### src/rtl/mux_scan_pkg.sv
// Shared types and sizes for the 4-channel mux scan controller.
package mux_scan_pkg;
    localparam int NUM_CH = 4;
    localparam int SEL_W  = 2;

    typedef enum logic [1:0] {
        IDLE = 2'd0,
        SCAN = 2'd1,
        HOLD = 2'd2
    } state_e;
endpackage

### src/rtl/mux_scan_timer.sv
// Dwell counter: counts while enabled, pulses tc on the last dwell cycle and wraps to zero.
module mux_scan_timer #(
    parameter int DWELL = 4,
    parameter int CNT_W = 8
) (
    input  logic clk,
    input  logic rst,
    input  logic en,
    output logic tc
);
    localparam logic [CNT_W-1:0] LAST = CNT_W'(DWELL - 1);

    logic [CNT_W-1:0] count;

    assign tc = en && (count == LAST);

    // Held at zero whenever disabled so every scan begins with a full dwell.
    always_ff @(posedge clk or posedge rst) begin
        if (rst) begin
            count <= '0;
        end else if (!en || tc) begin
            count <= '0;
        end else begin
            count <= count + 1'b1;
        end
    end
endmodule

### src/rtl/mux_scan_ctrl.sv
// Scans a downstream 4:1 mux channel by channel and captures y into a 4-bit sample word.
// Optional macro MUX_SCAN_CONT_EN: after the output handshake, rescan immediately without start.
module mux_scan_ctrl
    import mux_scan_pkg::*;
#(
    parameter int DWELL = 4,
    parameter int CNT_W = 8
) (
    input  logic              clk,
    input  logic              rst,
    input  logic              start,
    input  logic              y,
    output logic              s0,
    output logic              s1,
    output logic [NUM_CH-1:0] sample,
    output logic              valid,
    input  logic              ready,
    output logic              busy,
    output state_e            state_dbg
);
    // Handshake: sample is offered while valid=1 and must not change until a
    // rising edge sees valid && ready; ready while valid=0 has no effect.

    state_e           state, state_nx;
    logic [SEL_W-1:0] channel;
    logic             tc;

    mux_scan_timer #(
        .DWELL (DWELL),
        .CNT_W (CNT_W)
    ) u_timer (
        .clk (clk),
        .rst (rst),
        .en  (state == SCAN),
        .tc  (tc)
    );

    always_comb begin
        state_nx = state;
        case (state)
            IDLE: if (start) state_nx = SCAN;
            SCAN: if (tc && (channel == SEL_W'(NUM_CH - 1))) state_nx = HOLD;
            HOLD: begin
                if (ready) begin
`ifdef MUX_SCAN_CONT_EN
                    state_nx = SCAN;
`else
                    state_nx = IDLE;
`endif
                end
            end
            default: state_nx = IDLE;
        endcase
    end

    // channel wraps from the last index back to 0 on the final capture,
    // so the select lines rest at 0 outside SCAN.
    always_ff @(posedge clk or posedge rst) begin
        if (rst) begin
            state   <= IDLE;
            channel <= '0;
            sample  <= '0;
        end else begin
            state <= state_nx;
            if (state == SCAN && tc) begin
                sample[channel] <= y;
                channel         <= channel + 1'b1;
            end
        end
    end

    assign s0        = channel[0];
    assign s1        = channel[1];
    assign valid     = (state == HOLD);
    assign busy      = (state != IDLE);
    assign state_dbg = state;
endmodule

### config.mk
export PLATFORM = sky130hd
export DESIGN_NAME = mux_scan_ctrl
export DESIGN_NICKNAME = d
export VERILOG_FILES = /design/src/rtl/mux_scan_pkg.sv /design/src/rtl/mux_scan_timer.sv /design/src/rtl/mux_scan_ctrl.sv
export SDC_FILE = /design/constraint.sdc
export NUM_CORES = 1
export LEC_CHECK = 0
export CAP_MARGIN = 20
export CELL_PAD_IN_SITES_DETAIL_PLACEMENT = 0
export CELL_PAD_IN_SITES_GLOBAL_PLACEMENT = 1
export CORE_MARGIN = 8
export CORE_UTILIZATION = 40
export DETAILED_ROUTE_END_ITERATION = 8
export DONT_BUFFER_PORTS = 1
export GPL_ROUTABILITY_DRIVEN = 0
export PLACE_DENSITY = 0.74
export RECOVER_POWER = 50
export SYNTH_ARGS = -nofsm -noshare
export SYNTH_HDL_FRONTEND = slang
export SYNTH_SLANG_ARGS = --single-unit
### constraint.sdc
create_clock -name clk -period 2.7 [get_ports clk]
set_input_delay 0.54 -clock clk [delete_from_list [all_inputs] [get_ports clk]]
set_output_delay 0.54 -clock clk [all_outputs]
set_load 0.1 [all_outputs]
=== After elaboration in Yosys (flattened, before gate mapping) ===
Cells that the tools add are included.

* Register bits after elaboration: 16
* Input bits: 5

* Add/subtract/negate cells: 2
* Reductions and logical operators: 9
* Muxes and demuxes: 8
* Equality and inequality tests: 7
* $lt $le $gt $ge: 2

{| class="wikitable"
|+ Operators with widths
! kind !! count
|-
| $add 8x1->8 const B || 1
|-
| $eq 8x2->1 const B || 1
|-
| $mux 8 || 1
|-
| $mux 2 || 3
|-
| $pmux 2 s3 || 1
|-
| $bwmux 4 || 1
|-
| $eq 2x2->1 const B || 2
|-
| $logic_and 1x1->1 || 4
|-
| $ne 2x2->1 const B || 2
|-
| $lt 2x3->1 const B || 1
|-
| $reduce_and 3->1 || 1
|-
| $add 2x1->2 const B || 1
|-
| $demux 1 s2 || 1
|-
| $eq 2x1->1 const B || 1
|-
| $ge 2x1->1 const B || 1
|-
| $logic_not 2->1 || 1
|-
| $ne 2x1->1 const B || 1
|-
| $reduce_bool 2->1 || 1
|-
| $logic_not 1->1 || 1
|-
| $logic_or 1x1->1 || 1
|-
| $mux 1 || 1
|}

=== Logic depth before layout (Yosys ltp) ===
Gate-level depths: netlist of the first run.

* Depth after elaboration: 5
* Depth in mapped cells: 4

=== Modules after synthesis ===
A second synthesis of the first run with hierarchy kept.

* Cell total of the unflattened synthesis: 73
* Area total of the unflattened synthesis: 820.8 um^2

{| class="wikitable"
|+ Modules (own cells, without submodules)
! module !! cells an instance !! area an instance (um^2) !! instances
|-
| mux_scan_ctrl || 34 || 416.6 || 1
|-
| mux_scan_timer || 39 || 404.1 || 1
|}

=== Least setup slack after synthesis of the first run ===
OpenSTA, ideal clock, no wires.

* Path kind: reg-to-output
* Start point: register state[1], in the netlist state_dbg[1]
* End point: output port valid
* Arrival time: 1715 ps
* Path slack: 445 ps
* Data required time: 2160 ps
* Cell stages (with the launch flop): 3
* Path through: dfrtp_1 -> nand2b_1 -> inv_1

* Cells in the longest elaborated chain, start to end: 1

{| class="wikitable"
|+ RTL lines
! what !! line !! text
|-
| start, declared || mux_scan_ctrl.sv:24 || <nowiki>state_e state, state_nx;</nowiki>
|-
| start signal, assigned || mux_scan_ctrl.sv:64 || <nowiki>state <= state_nx;</nowiki>
|-
| $eq 2x2->1 || mux_scan_ctrl.sv:74 || <nowiki>assign valid = (state == HOLD);</nowiki>
|-
| end, declared || mux_scan_ctrl.sv:16 || <nowiki>output logic valid,</nowiki>
|}

No other way between the ends.

=== Worst setup path in the final report of the first run ===
* Start point: register state[0], in the netlist state_dbg[0]
* End point: output port state_dbg[0]

{| class="wikitable"
|+ RTL lines
! what !! line !! text
|-
| end, declared || mux_scan_ctrl.sv:19 || <nowiki>output state_e state_dbg</nowiki>
|}

No word-level cell between the ends.

==> results of run 1 <==
-- layer usage --
layer	GRT usage (%)	share of wire, %
met4	1.99	0.47
met5	0	0
met1	13.6	49
met2	11.9	39
met3	6.68	11
-- logic make-up (layout without fill, tap and decap cells) --
kind of cell / count (synthesis) / after routing / share of synthesized area (%)
fa+ha+maj: 5 / 5 / 7.69
compound gates: 9 / 9 / 6.46
mux: 5 / 5 / 6.92
buf+inv: 6 / 15 / 2.77
simple gates: 29 / 29 / 22.6
flops: 16 / 16 / 49.2
xor+xnor: 4 / 4 / 4.31
-- layout by cell type, fill, tap and decap left out --
| cell | count |
|---|---|
| o21ai_0 | 4 |
| inv_1 | 6 |
| nand2b_1 | 2 |
| or2_2 | 1 |
| or3b_2 | 1 |
| buf_4 | 4 |
| or3_1 | 3 |
| xnor2_1 | 2 |
| clkbuf_4 | 3 |
| o21ai_2 | 1 |
| a311oi_1 | 1 |
| nor2_1 | 7 |
| nand2_1 | 1 |
| xor2_1 | 2 |
| nor2b_1 | 1 |
| ha_1 | 5 |
| clkbuf_1 | 1 |
| clkbuf_8 | 1 |
| nand4_1 | 5 |
| mux2_2 | 5 |
| nand3_1 | 5 |
| or4_4 | 1 |
| dfrtp_1 | 16 |
| nor4_4 | 1 |
| a21oi_1 | 3 |
| nor3b_1 | 1 |
-- synth_stat cells (all sizes together) --
master | instances | area (um^2)
nor2b | 1 | 6.26
nand4 | 5 | 31.3
nor2 | 7 | 26.3
mux2 | 5 | 56.3
nand3 | 5 | 25.0
or3b | 1 | 8.76
a311oi | 1 | 8.76
nand2b | 2 | 12.5
a21oi | 3 | 15.0
inv | 6 | 22.5
nand2 | 1 | 3.75
nor3b | 1 | 12.5
xnor2 | 2 | 17.5
xor2 | 2 | 17.5
nor4 | 1 | 21.3
o21ai | 5 | 28.8
or3 | 3 | 18.8
or4 | 1 | 11.3
dfrtp | 16 | 400
or2 | 1 | 6.26
ha | 5 | 62.6
-- flip-flops by register name, summed over array words and instances, names as in the netlist --
signal and cells:
channel 2, sample 4, state_dbg 2, u_timer.count 8
-- cell type report --
type	count	area, um^2	share of cell area (%)
Clock buffer	4	36.3	3.98
Inverter	6	22.5	2.47
Multi-Input combinational cell	52	385	42.2
Sequential cell	16	400	43.9
Tap cell	27	33.8	3.70
Timing Repair Buffer	5	33.8	3.70
-- metrics by stage --
| stage | instance area, um^2 | setup WS [ns] | utilization, % |
|---|---|---|---|
| 4_1_cts | 921 | 0.868 | 47.4 |
| 6_report | 912 | 0.516 | 47.0 |
| 3_5_place_dp | 885 | 1.10 | 45.6 |
| 5_1_grt | 912 | 0.440 | 47.0 |
| 3_3_place_gp | 885 | 1.10 | 45.6 |
| 2_1_floorplan | 813 | 0.445 | - |
-- worst max-delay path by stage --
stage	end	depth (start not counted)	slack, ns
detailed placement	channel[1]	4	1.10
floorplan	valid	2	0.44
global route	state_dbg[0]	1	0.44
CTS	busy	1	0.87
finish	state_dbg[0]	1	0.52
global placement	sample[3]	4	1.10
==> results.sh, run 1 <==
export IMPL_htree_levels=1
export IMPL_seq_area_frac_synth_pct=49.2
export IMPL_dieArea_um2=3730
export IMPL_drc=0
export IMPL_yosys_warnings=0
export IMPL_syn2layout_area_growth_pct=12.2
export IMPL_synthesis_nets=84
export IMPL_slowest_stage="clkbuf_1"
export IMPL_final_cells=110
export IMPL_cts_sinks=16
export IMPL_core_area_um2=1940
export IMPL_end_kind="output port"
export IMPL_cts_buffers=3
export IMPL_tns_ns=0
export IMPL_routed_via_density=5.06
export IMPL_syn_inst=74
export IMPL_crit_family="buffers and inverters"
export IMPL_firstDrtPassIters=4
export IMPL_min_period_over_period_pct=80.9
export IMPL_cp_startpoint="state_dbg[0]"
export IMPL_route_detailed_wl_per_inst_um=13.6
export IMPL_grt_overflow_total=0
export IMPL_routed_wl_um=1500
export IMPL_syn_area_per_cell_um2=11.0
export IMPL_clk_pin_slew_ns=0.10
export IMPL_port_buffers=0
export IMPL_via_count=557
export IMPL_slew_viol_final=0
export IMPL_cts_repair_resize_count=0
export IMPL_hold_viol=0
export IMPL_grt_pass1_wl_um=2720
export IMPL_num_antenna_cells=0
export IMPL_dp_hpwl_um=1130
export IMPL_ant_nets=0
export IMPL_antenna_found_initial=0
export IMPL_fin_crit_ns=2.18
export IMPL_cp_arrival_ns=1.64
export IMPL_worstSetupPathType="reg2out"
export IMPL_cts_hold_buffers=0
export IMPL_die_w_um=61.1
export IMPL_drive_gt1_share_pct=21.7
export IMPL_die_h_um=61.1
export IMPL_timing_fmax_mhz=458
export IMPL_status="completed"
export IMPL_rsz0062_at_grt="false"
export IMPL_fill_cells=200
export IMPL_final_nets=94
export IMPL_cts_tree="done"
export IMPL_r2r_cells=3
export IMPL_clk_insertion_delay_late_ns=0.29
export IMPL_whs_ns=0.185
export IMPL_grt_pass1_vias=565
export IMPL_drt_initial_drc_count=8
export IMPL_finClkSkew_ns=0.0109
export IMPL_cts_root_buffer="clkbuf_4"
export IMPL_timing_rr_start="state_dbg[0]"
export IMPL_floorplan_initialDensity_pct=41.9
export IMPL_dpl_cell_count=106
export IMPL_crit_fanout=5
export IMPL_start_kind="register"
export IMPL_ys_ff_latch=16
export IMPL_holdCritPathClass="in2async"
export IMPL_rr_endpoint="state_dbg[0]"
export IMPL_post_cts_buffers=0
export IMPL_cp_cell_sequence="clkbuf_1"
export IMPL_reg2reg_slack_ns=0.87
export IMPL_io_pins=15
export IMPL_cts_buffer_depth=2
export IMPL_slowest_delay_ns=0.94
export IMPL_max_slew_worst_pin_slew_ns=1.24
export IMPL_critPathRequiredTime_ns=2.16
export IMPL_ys_types=22
export IMPL_timing_critical_path_buf_inv=1
export IMPL_maxSlewHeadroom_pct=17.1
export IMPL_grt_max_degree=17
export IMPL_maxCapViolations=0
export IMPL_synthesis_area_um2=813
export IMPL_grt_use_total_pct=9.84
export IMPL_fp_row_count=16
export IMPL_setup_viol_count_final=0
Power of run 1 is not shown: default switching activity piles up to over one toggle a cycle in this logic, so the estimate is an artifact.
==> run 2, diff against run 1 <==
--- a/config.mk
+++ b/config.mk
@@ -13,7 +13,7 @@
 export DETAILED_ROUTE_END_ITERATION = 8
 export DONT_BUFFER_PORTS = 1
 export GPL_ROUTABILITY_DRIVEN = 0
-export PLACE_DENSITY = 0.74
+export PLACE_DENSITY = 0.77
 export RECOVER_POWER = 50
 export SYNTH_ARGS = -nofsm -noshare
 export SYNTH_HDL_FRONTEND = slang
==> constraint.sdc (replaced) <==
create_clock -name clk -period 1.9 [get_ports clk]
set_input_delay 0.38 -clock clk [delete_from_list [all_inputs] [get_ports clk]]
set_output_delay 0.38 -clock clk [all_outputs]
set_load 0.1 [all_outputs]
==> run 2 against run 1 <==
Net effect: sequential cell count did not move; final cell count is 0.91% higher; critical path depth rose by 3; clock skew is 0.0095 ns lower; count of clock-buffer cells in the layout unchanged; highest routed layer is now met3; largest cell class unchanged.
==> results.sh, run 2 (synthesis results as in run 1) <==
export IMPL_start_kind="register"
export IMPL_rsz0062_at_grt="false"
export IMPL_via_count=553
export IMPL_cts_sinks=16
export IMPL_slowest_delay_ns=0.42
export IMPL_final_common_cell="dfrtp_1"
export IMPL_antenna_found_initial=0
export IMPL_cts_tree="done"
export IMPL_cts_buffers=3
export IMPL_syn2layout_area_growth_pct=15.8
export IMPL_htree_levels=1
export IMPL_max_slew_worst_pin_slew_ns=0.904
export IMPL_cts_root_buffer="clkbuf_4"
export IMPL_die_h_um=61.1
export IMPL_post_cts_buffers=0
export IMPL_fin_crit_ns=1.65
export IMPL_port_buffers=0
export IMPL_fp_row_count=16
export IMPL_grt_pass1_wl_um=2630
export IMPL_tns_ns=0
export IMPL_multi_input_area_um2=390
export IMPL_end_kind="register"
export IMPL_dp_hpwl_um=1150
export IMPL_grt_pass1_vias=617
export IMPL_status="completed"
export IMPL_grt_overflow_total=0
export IMPL_die_w_um=61.1
export IMPL_route_detailed_wl_per_inst_um=13.3
export IMPL_maxSlewHeadroom_pct=39.7
export IMPL_crit_fanout=5
export IMPL_largest_reg_flops=8
export IMPL_dieArea_um2=3730
export IMPL_clk_insertion_delay_late_ns=0.28
export IMPL_hold_viol=0
export IMPL_slew_viol_final=0
export IMPL_critPathRequiredTime_ns=2.07
export IMPL_fill_cells=190
export IMPL_firstDrtPassIters=4
export IMPL_worstSetupPathType="reg2reg"
export IMPL_routed_wl_um=1480
export IMPL_num_antenna_cells=0
export IMPL_drt_initial_drc_count=9
export IMPL_largest_register="u_timer.count"
export IMPL_core_area_um2=1940
export IMPL_drive_gt1_share_pct=28.6
export IMPL_drc=0
export IMPL_maxCapViolations=0
export IMPL_largest_registers="u_timer.count: 8 flops, sample: 4 flops"
export IMPL_cts_buffer_depth=2
export IMPL_routed_via_density=4.98
export IMPL_holdCritPathClass="in2async"
export IMPL_finClkSkew_ns=0.00143
export IMPL_cp_arrival_ns=1.83
export IMPL_min_period_over_period_pct=87.0
export IMPL_timing_fmax_mhz=605
export IMPL_cts_hold_buffers=0
export IMPL_io_pins=15
export IMPL_grt_max_degree=17
export IMPL_cp_cell_sequence="ha_1, nor3b_2, nand4_1, mux2_2"
export IMPL_clk_pin_slew_ns=0.09
export IMPL_cp_startpoint="u_timer.count[0]"
export IMPL_final_nets=95
export IMPL_setup_viol_count_final=0
export IMPL_slowest_stage="dfrtp_1"
export IMPL_grt_use_total_pct=9.45
export IMPL_floorplan_initialDensity_pct=41.9
export IMPL_register_area_um2=403
export IMPL_timing_rr_start="u_timer.count[0]"
export IMPL_cts_repair_resize_count=0
export IMPL_final_cell_mix="14 x dfrtp_1, 7 x nor2_1"
export IMPL_ant_nets=0
## run 2: critical path, delay by kind of cell (launching register included)
| kind | cells | cell delay, ns |
|---|---|---|
| fa+ha+maj | 1 | 0.26 |
| flops | 1 | 0.42 |
| mux | 1 | 0.31 |
| simple gates | 2 | 0.55 |
## run 2: final cells by class
class                           instances  area share, %
Clock buffer                            4           3.85
Inverter                                6           2.79
Multi-Input combinational cell         52           41.4
Sequential cell                        16           42.8
Tap cell                               27           3.59
Timing Repair Buffer                    6           5.58
## run 2: layer usage
| metal | part of all wire, % | global-route usage (%) |
|---|---|---|
| met5 | 0 | 0 |
| met4 | 0 | 1.99 |
| met3 | 8.1 | 5.01 |
| met2 | 41 | 14.2 |
| met1 | 51 | 11.7 |
## run 2: final timing paths
kind	end	slack [ns]	cells past startpoint
min reg2reg	state_dbg[0]	0.49	1
min	u_timer.count[1]	0.04	1
max	sample[3]	0.25	4
min in group clk	state_dbg[1]	0.20	1
max in group asynchronous	state_dbg[1]	1.44	1
max reg2reg	sample[3]	0.25	4
## run 2: through the flow
stage / instance area, um^2 / hold slack (ns) / instances / setup WS [ns] / utilization (%)
after floorplan: 820 / 0.294 / 74 / 0.0370 / -
after global placement: 911 / 0.369 / 107 / 0.304 / 46.9
after detailed placement: 911 / 0.375 / 107 / 0.248 / 46.9
after CTS: 947 / 0.0527 / 111 / 0.226 / 48.8
after global routing: 942 / 0.0944 / 111 / 0.115 / 48.5
final: 942 / 0.0422 / 111 / 0.248 / 48.5
Power of run 2 is left out for the same reason.
